$ cat config.mk
export PLATFORM = sky130hd
export DESIGN_NAME = inst_prefetch_queue
export DESIGN_NICKNAME = d
export VERILOG_FILES = /design/src/rtl/inst_prefetch_queue.sv
export SDC_FILE = /design/constraint.sdc
export NUM_CORES = 1
export LEC_CHECK = 0
export BUFFER_PORTS_ARGS = -buffer_cell sky130_fd_sc_hd__buf_2
export CAP_MARGIN = 10
export CORE_MARGIN = 2
export CORE_UTILIZATION = 53
export DETAILED_ROUTE_END_ITERATION = 6
export PLACE_DENSITY = 0.82
export RECOVER_POWER = 25
export SYNTH_ARGS = -nofsm -noshare
export SYNTH_HDL_FRONTEND = slang
export SYNTH_SLANG_ARGS = --single-unit
export TNS_END_PERCENT = 1
$ cat constraint.sdc
create_clock -name clk1 -period 3.3 [get_ports clk1]
set_clock_uncertainty 0.1 [all_clocks]
set_input_delay 0.165 -clock clk1 [delete_from_list [all_inputs] [get_ports clk1]]
set_output_delay 0.165 -clock clk1 [all_outputs]
set_load 0.02 [all_outputs]
$ cat src/rtl/inst_prefetch_queue.sv
// rtl/inst_prefetch_queue.sv - in-order instruction prefetch queue with redirect, drain and halt.
// Optional same-cycle response bypass to IF when PFQ_BYPASS_EN is defined.
module inst_prefetch_queue #(
    parameter int          DEPTH    = 4,
    parameter int          ADDR_W   = 10,
    parameter logic [31:0] RESET_PC = 32'd0
) (
    input  logic                     clk1,
    input  logic                     rst_n,
    output logic                     imem_req_valid,
    output logic [ADDR_W-1:0]        imem_req_addr,
    input  logic                     imem_req_ready,
    input  logic                     imem_rsp_valid,
    input  logic [31:0]              imem_rsp_data,
    input  logic                     redirect_valid,
    input  logic [31:0]              redirect_pc,
    input  logic                     halt,
    output logic                     if_valid,
    output logic [31:0]              if_ir,
    output logic [31:0]              if_npc,
    input  logic                     if_ready,
    output logic [$clog2(DEPTH):0]   occupancy
);

    localparam int PW  = $clog2(DEPTH);
    localparam int CW  = PW + 1;
    localparam int CW1 = CW + 1;
    localparam logic [CW:0] DEPTH_W = CW1'(DEPTH);

    typedef enum logic [1:0] {
        RUN    = 2'd0,
        DRAIN  = 2'd1,
        HALTED = 2'd2
    } state_t;

    state_t          state;
    state_t          state_next;
    logic [31:0]     pc;
    logic [31:0]     rsp_pc;
    logic [CW-1:0]   count;
    logic [CW-1:0]   inflight;
    logic [CW-1:0]   drop_cnt;
    logic [CW-1:0]   infl_next;
    logic [PW-1:0]   wr_ptr;
    logic [PW-1:0]   rd_ptr;
    logic [31:0]     ir_mem  [DEPTH];
    logic [31:0]     npc_mem [DEPTH];

    logic [CW:0]     credit_sum;
    logic            req_fire;
    logic            rsp_drop;
    logic            rsp_keep;
    logic            head_valid;
    logic            bypass_valid;
    logic            bypass_take;
    logic            push;
    logic            pop;

    // Credit uses only registered counts, so if_ready never reaches imem_req_valid.
    assign credit_sum     = {1'b0, count} + {1'b0, inflight};
    assign imem_req_valid = rst_n & (state == RUN) & ~halt & (credit_sum < DEPTH_W);
    assign imem_req_addr  = pc[ADDR_W-1:0];
    assign req_fire       = imem_req_valid & imem_req_ready;

    assign rsp_drop   = imem_rsp_valid & (drop_cnt != '0);
    assign rsp_keep   = imem_rsp_valid & (drop_cnt == '0) & ~redirect_valid;
    assign head_valid = (count != '0);

`ifdef PFQ_BYPASS_EN
    assign bypass_valid = rst_n & rsp_keep & ~head_valid;
`else
    assign bypass_valid = 1'b0;
`endif

    assign bypass_take = bypass_valid & if_ready;
    assign push        = rsp_keep & ~bypass_take;
    assign pop         = head_valid & if_ready & ~redirect_valid;
    assign if_valid    = rst_n & (head_valid | bypass_valid);
    assign occupancy   = count;

    // Every outstanding request, stale or not, is counted until its response returns.
    assign infl_next = inflight + CW'(req_fire) - CW'(imem_rsp_valid);

    always_comb begin
        if_ir  = '0;
        if_npc = '0;
        if (head_valid) begin
            if_ir  = ir_mem[rd_ptr];
            if_npc = npc_mem[rd_ptr];
        end else if (bypass_valid) begin
            if_ir  = imem_rsp_data;
            if_npc = rsp_pc + 32'd1;
        end
    end

    always_comb begin
        state_next = state;
        if (redirect_valid) begin
            state_next = (infl_next != '0) ? DRAIN : RUN;
        end else begin
            case (state)
                RUN:     if (halt) state_next = HALTED;
                DRAIN:   if (drop_cnt == '0) state_next = RUN;
                HALTED:  if (!halt) state_next = RUN;
                default: state_next = RUN;
            endcase
        end
    end

    always_ff @(posedge clk1 or negedge rst_n) begin
        if (!rst_n) begin
            state    <= RUN;
            pc       <= RESET_PC;
            rsp_pc   <= RESET_PC;
            inflight <= '0;
            drop_cnt <= '0;
        end else begin
            state    <= state_next;
            inflight <= infl_next;
            if (redirect_valid) begin
                pc       <= redirect_pc;
                rsp_pc   <= redirect_pc;
                drop_cnt <= infl_next;
            end else begin
                if (req_fire) pc <= pc + 32'd1;
                if (rsp_keep) rsp_pc <= rsp_pc + 32'd1;
                if (rsp_drop) drop_cnt <= drop_cnt - CW'(1);
            end
        end
    end

    always_ff @(posedge clk1 or negedge rst_n) begin
        if (!rst_n) begin
            count  <= '0;
            wr_ptr <= '0;
            rd_ptr <= '0;
        end else if (redirect_valid) begin
            count  <= '0;
            wr_ptr <= '0;
            rd_ptr <= '0;
        end else begin
            count <= count + CW'(push) - CW'(pop);
            if (push) wr_ptr <= wr_ptr + PW'(1);
            if (pop)  rd_ptr <= rd_ptr + PW'(1);
        end
    end

    // Payload storage needs no reset; outputs are masked by head_valid.
    always_ff @(posedge clk1) begin
        if (push) begin
            ir_mem[wr_ptr]  <= imem_rsp_data;
            npc_mem[wr_ptr] <= rsp_pc + 32'd1;
        end
    end

endmodule

==> run metrics, run 1 <==
status finished, final reports clean; IR Drop Worst-Case VDD 0.531 mV; synthesized flop and latch total 313; average cell area after synthesis 15.8 sq um; Detail Placement HPWL 18600 um; setup violators final 0; number of port buffers about 150; gate count after technology mapping 857; cell-by-cell listing of the critical path ha_1 > nor4b_2 > nand4_1 > ha_1 > inv_1 > ha_1 > inv_1 > fa_1 > xnor2_1 > xnor2_1 > nor4_1 > a21oi_1; shortest period the worst path allows 2.92 ns; busiest metal layer after global routing met2; total iterations of the first detailed-routing run 6; Worst Setup Path Type reg -> reg; master cell of the clock root buffer sky130_fd_sc_hd__clkbuf_16; endpoint of the lowest-slack register-to-register path state[0]; minimum setup slack among reg-to-reg paths 0.38 ns; share of flip-flops with an asynchronous set or reset 18.2%; number of antenna diodes 0; clock tree from TritonCTS done; RSZ-0062 raised after global routing no; CP required 3.61 ns; fraction of met1 tracks used by global routing 30.5%; Cell Pwr Density 708 mW/mm^2; global routing usage on met3 3.58%; initial cell density of the core 53.8%; area used by multi-input combinational logic slightly above 0.004 sq mm; deepest clock path buffer count 3; Clk Latency, worst-skew pair 0.56 ns; P&R area growth vs syn 21.0%; Max stage delay on crit path 0.42 ns; PnR Total Power 11.6 mW; Worst Reg-to-Reg Cells 12; final worst-path cycle share 88.3%; H-Tree Depth 1; RD Place Congestion approximately 0.86; first-iteration detailed-routing DRC count ~880; # IOs 150; maximum fanout along the worst path 4; net count after synthesis ~940; maximum frequency from static timing analysis 343 MHz; post-detailed-route wirelength per cell 21.0 um; leakage power total about 5.7 nW; global-route wire length before repair 47000 um; dpl cell area 0.0147 sq mm; Setup WS post-layout 0.385 ns; vias in the first global route 8527; via count normalized by instance count 5.88; Arrival @ worst endpoint approximately 3.2 ns; Global Route Usage Sum 22.7%; netlist area before placement roughly 0.014 sq mm; total number of clock tree sinks 313; area taken by flip-flops and latches 0.00912 sq mm; Startpoint Class flop; largest net degree at the start of global routing 67; Die Span Y about 160 um; Final Slew Violations 0; Setup Slack @ Placement between 0.2 and 0.3 ns; number of cell rows between 50 and 60; final non-filler cell total ~1400; met2 Resource Use GR 39.5%; number of distinct library cells after synthesis ~50; transition at the pin with the smallest max-transition slack between 1 and 1.5 ns; worst-path cell with the longest stage delay sky130_fd_sc_hd__dfrtp_1; sequential cell area fraction in the yosys report 67.5%; Final Instance Area 0.0164 sq mm; Post-synth EDFFs 256; number of remaining DRC errors 0; clock transition time at the flip-flop clock pins of the worst setup and hold paths 0.06 ns; total CTS buffers 30; number of violations of the max-capacitance limit 0; number of placed instances, taps included 1302; synth warn 0; Critical Path End Type flop; hold_ws 0.172 ns; count of final hold-check violations 0; relative max-transition margin 2.48%; number of antenna violations at the first check in global routing 0; path type of the worst min-delay path in -> reg; share of final-layout standard cells stronger than drive strength 1 23.4%; total stage count of the critical path 12; fillcell total 1721; most common library cell in the layout ignoring fill and taps sky130_fd_sc_hd__edfxtp_1; die area 0.0268 sq mm; timing startpoint of the critical path occupancy[2]; commonest cells after routing, fill and taps aside 256 x sky130_fd_sc_hd__edfxtp_1, 116 x sky130_fd_sc_hd__buf_2, 73 x sky130_fd_sc_hd__dlygate4sd3_1; Worst setup endpoint state[0]; DR vias 8399; die outline width 164 um; buffers inserted during post-CTS setup optimization 0; launch instance of the worst register-to-register path occupancy[2]; Nets 1164; ANT nets after route 0; commonest register cell after synthesis sky130_fd_sc_hd__edfxtp_1; gr ovfl total 0; final wirelength 30100 um; Crit path max-delay family adder cells; crit-path most repeated cell sky130_fd_sc_hd__ha_1; count of buffer and inverter cells on the critical path 2; core outline area 0.0251 sq mm
==> cell type report <==
cell class	count	area share (%)
multi-input cells	477	25.3
clock inverters	16	1.10
well taps	330	2.52
repair buffers	240	10.1
inverters	15	0.344
flip-flops and latches	313	55.8
clock buffers	38	4.84
==> cell families (layout without fill, tap and decap cells) <==
group           count (synthesis)  count (layout)  share of synthesized area (%)
mux                            66              66                           10.8
simple gates                  270             270                           11.2
flops                         313             313                           67.5
xor+xnor                       51              51                           3.31
buf+inv                        67             309                           2.01
compound gates                 74              74                           3.58
fa+ha+maj                      16              16                           1.59
==> worst min-delay path by stage <==
stage | slack (ns) | end | cells after the start | startpoint
final | 0.17 | inflight[1] | 5 | imem_req_ready
after global routing | 0.20 | pc[1] | 5 | imem_req_ready
after CTS | 0.12 | pc[1] | 5 | imem_req_ready
after detailed placement | 0.28 | ir_mem[0][4] | 1 | imem_rsp_data[4]
after global placement | 0.28 | ir_mem[3][24] | 1 | imem_rsp_data[24]
after floorplan | -0.23 | drop_cnt[0] | 0 | rst_n
==> repair_timing <==
item                       in CTS  in global routing
gates resized for setup         0                  1
hold buffers                   73                  0
hold endpoints to repair      235                  0
setup endpoints to repair       0                  2
==> state kept, by name, summed over array words and instances (netlist names) <==
| register | count |
|---|---|
| drop_cnt | 3 |
| inflight | 3 |
| ir_mem | 128 |
| npc_mem | 128 |
| occupancy | 3 |
| pc | 10 |
| rd_ptr | 2 |
| rsp_pc | 32 |
| state | 2 |
| wr_ptr | 2 |
==> worst register-to-register path, delay by kind of cell (launching register included) <==
kind,cells,cell delay [ns]
XOR/XNOR,2,0.32
AND/OR/NAND/NOR,3,0.71
adder cells (fa/ha/maj),4,1.03
flip-flops,1,0.42
AO/OA/AOI/OAI,1,0.07
buffers and inverters,2,0.11
==> per-layer routing <==
layer	vias up	part of all wire (%)
met2	386	51
met1	4216	40
met3	39	7.6
li1	3758	-
met5	-	0
met4	0	1.6
==> power by group <==
part,switching [mW],total (mW),internal [mW],leakage [nW]
sequential,0.268,4.83,4.56,2.97
combinational,2.00,3.40,1.40,2.30
clock,1.42,3.35,1.93,0.469
==> cells in the mapped netlist, drive strengths merged (3+ instances only) <==
| master | number | area [sq um] |
|---|---|---|
| or3 | 9 | 56.3 |
| and2 | 65 | 407 |
| o31ai | 14 | 105 |
| dfrtp | 57 | 1430 |
| or4 | 17 | 131 |
| and3 | 10 | 62.6 |
| mux4 | 64 | 1440 |
| nand4 | 18 | 134 |
| a21oi | 10 | 50.1 |
| clkbuf | 30 | 114 |
| nor4b | 3 | 26.3 |
| o21ai | 12 | 60.1 |
| xnor2 | 26 | 228 |
| nand2 | 39 | 146 |
| nor4 | 12 | 75.1 |
| nand2b | 4 | 25.0 |
| nand3 | 27 | 140 |
| nor3 | 9 | 45.0 |
| buf | 22 | 101 |
| inv | 15 | 56.3 |
| a31oi | 22 | 138 |
| edfxtp | 256 | 7690 |
| o211ai | 4 | 30.0 |
| and4 | 6 | 52.6 |
| ha | 14 | 175 |
| xor2 | 25 | 219 |
| nor2 | 44 | 165 |
| a21boi | 3 | 22.5 |
==> metrics by stage <==
stage	util, %	setup TNS [ns]
2_1_floorplan	-	-31.46
3_3_place_gp	58.5	0
3_5_place_dp	58.5	0
4_1_cts	65.3	0
5_1_grt	65.1	0
6_report	65.1	0
No activity file was read; power rests on OpenSTA's default activity.
==> inputs of run 2 (changes only) <==
- CORE_MARGIN: 2 -> 4
- CORE_UTILIZATION: 53 -> 60
- PLACE_DENSITY: 0.82 -> 0.87
- RECOVER_POWER: 25 -> not set
- clock period: 3.3 -> 3.8 ns (I/O delays scaled with it)
==> run 2 against run 1 <==
  * Worst hold slack better by 0.0071 ns
  * Sequential share of layout area hardly changed
  * Core utilization is 9.4 points higher
==> run metrics, run 2 (synthesized netlist as in run 1, its figures left out) <==
master cell of the clock root buffer sky130_fd_sc_hd__clkbuf_16; Detail Placement HPWL 18500 um; HP Start imem_req_ready; status finished, final reports clean; total CTS buffers 30; RD Place Congestion about 0.84; CP required 3.51 ns; number of cell rows 54; vias in the first global route 8973; Critical Path End Type primary output; Cell Pwr Density 640 mW/mm^2; Setup Slack @ Placement 0.790 ns; total number of clock tree sinks 313; first-iteration detailed-routing DRC count a little under 1000; maximum frequency from static timing analysis 324 MHz; clock tree from TritonCTS done; Worst Reg-to-Reg Cells 12; number of port buffers around 150; initial cell density of the core roughly three fifths; Startpoint Class flop; transition at the pin with the smallest max-transition slack slightly below 0.8 ns; launch instance of the worst register-to-register path occupancy[2]; maximum fanout along the worst path 29; largest net degree at the start of global routing 67; endpoint of the lowest-slack register-to-register path state[0]; share of final-layout standard cells stronger than drive strength 1 26.5%; fraction of the core area covered by cells at the end of the flow 74.5%; Worst Setup Path Type reg -> out; total iterations of the first detailed-routing run 7; core outline area 0.0220 sq mm; buffers inserted during post-CTS setup optimization 0; number of antenna violations at the first check in global routing 1; hold_ws 0.179 ns; worst hold path stage count 5; shortest period the worst path allows 3.09 ns; number of antenna diodes 0; Final TNS setup 0 ns; die outline width 158 um; commonest cells after routing, fill and taps aside 256 x sky130_fd_sc_hd__edfxtp_1, 149 x sky130_fd_sc_hd__buf_2, 71 x sky130_fd_sc_hd__dlygate4sd3_1; number of remaining DRC errors 0; minimum setup slack among reg-to-reg paths 0.75 ns; setup violators final 0; Clk Latency, worst-skew pair 0.55 ns; post-detailed-route wirelength per cell around 25 um; final wirelength 34700 um; via count normalized by instance count between 6 and 7; leakage power total 5.84 nW; Nets between 1000 and 1500; most common library cell in the layout ignoring fill and taps sky130_fd_sc_hd__edfxtp_1; Die Span Y 158 um; final worst-path cycle share 81.3%; H-Tree Depth 1; number of violations of the max-capacitance limit 0; relative max-transition margin 47.5%; Arrival @ worst endpoint 2.80 ns; global-route wire length before repair 53400 um; Global Route Usage Sum 28.3%; RSZ-0062 raised after global routing no; Setup WS post-layout 0.709 ns; final non-filler cell total 1375; ANT nets after route 0; registers with the most flip-flops ir_mem: 128 flops, npc_mem: 128 flops, rsp_pc: 32 flops; number of placed instances, taps included 1248; Worst setup endpoint if_npc[22]; path type of the worst min-delay path in -> reg; P&R area growth vs syn 21.1%; fillcell total 1208; deepest clock path buffer count 3; IR Drop Worst-Case VDD about 0.43 mV; Final Slew Violations 0; gr ovfl total 0; # IOs 150; clock transition time at the flip-flop clock pins of the worst setup and hold paths about 0.06 ns; die area 0.0250 sq mm; count of final hold-check violations 0; DR vias 8840; timing startpoint of the critical path rd_ptr[0]
==> run 2: layout make-up <==
type	count	area (sq um)	share of cell area (%)
sequential	313	9120	55.7
inverter	15	56.3	0.344
clock inverter	23	292	1.78
multi-input combinational	477	4130	25.3
timing repair buffer	234	1620	9.93
tap	280	350	2.14
clock buffer	33	783	4.79
==> run 2: how the worst min path moves through the flow <==
stage / slack (ns) / end
floorplan: -0.21 / drop_cnt[0]
global placement: 0.30 / rsp_pc[11]
detailed placement: 0.31 / state[0]
CTS: 0.12 / pc[1]
global route: 0.19 / pc[1]
finish: 0.18 / pc[1]
==> run 2: power breakdown <==
part           switching [mW]  internal, mW
logic                    1.79          1.19
registers               0.247          3.96
clock network            1.32          1.96
total                    3.36          7.11
==> run 2: worst max-delay path: stages, from the launching register on <==
cell and delay, ns:
sky130_fd_sc_hd__dfrtp_4 0.81, sky130_fd_sc_hd__buf_4 0.43, sky130_fd_sc_hd__mux4_2 0.60, sky130_fd_sc_hd__and2_1 0.22, sky130_fd_sc_hd__buf_2 0.17
==> run 2: layer usage <==
metal	GRT usage [%]	up-vias	wire (um)
met4	8.69	0	1070
met1	37.2	4429	12700
met2	49.6	586	18000
met3	4.10	73	2950
li1	-	3752	-
met5	0	-	0
==> run 2: timing repair <==
item                                   4_1_cts  5_1_grt
hold buffers                                71        0
endpoints found under the hold margin      234        0
gates resized for setup                      0        0
==> run 2: stage by stage <==
stage               total power, mW  instance area (sq um)
floorplan                      6.16                  13500
global placement               7.03                  14600
detailed placement             7.10                  14600
CTS                            10.4                  16400
global route                   10.9                  16400
finish                         10.5                  16400
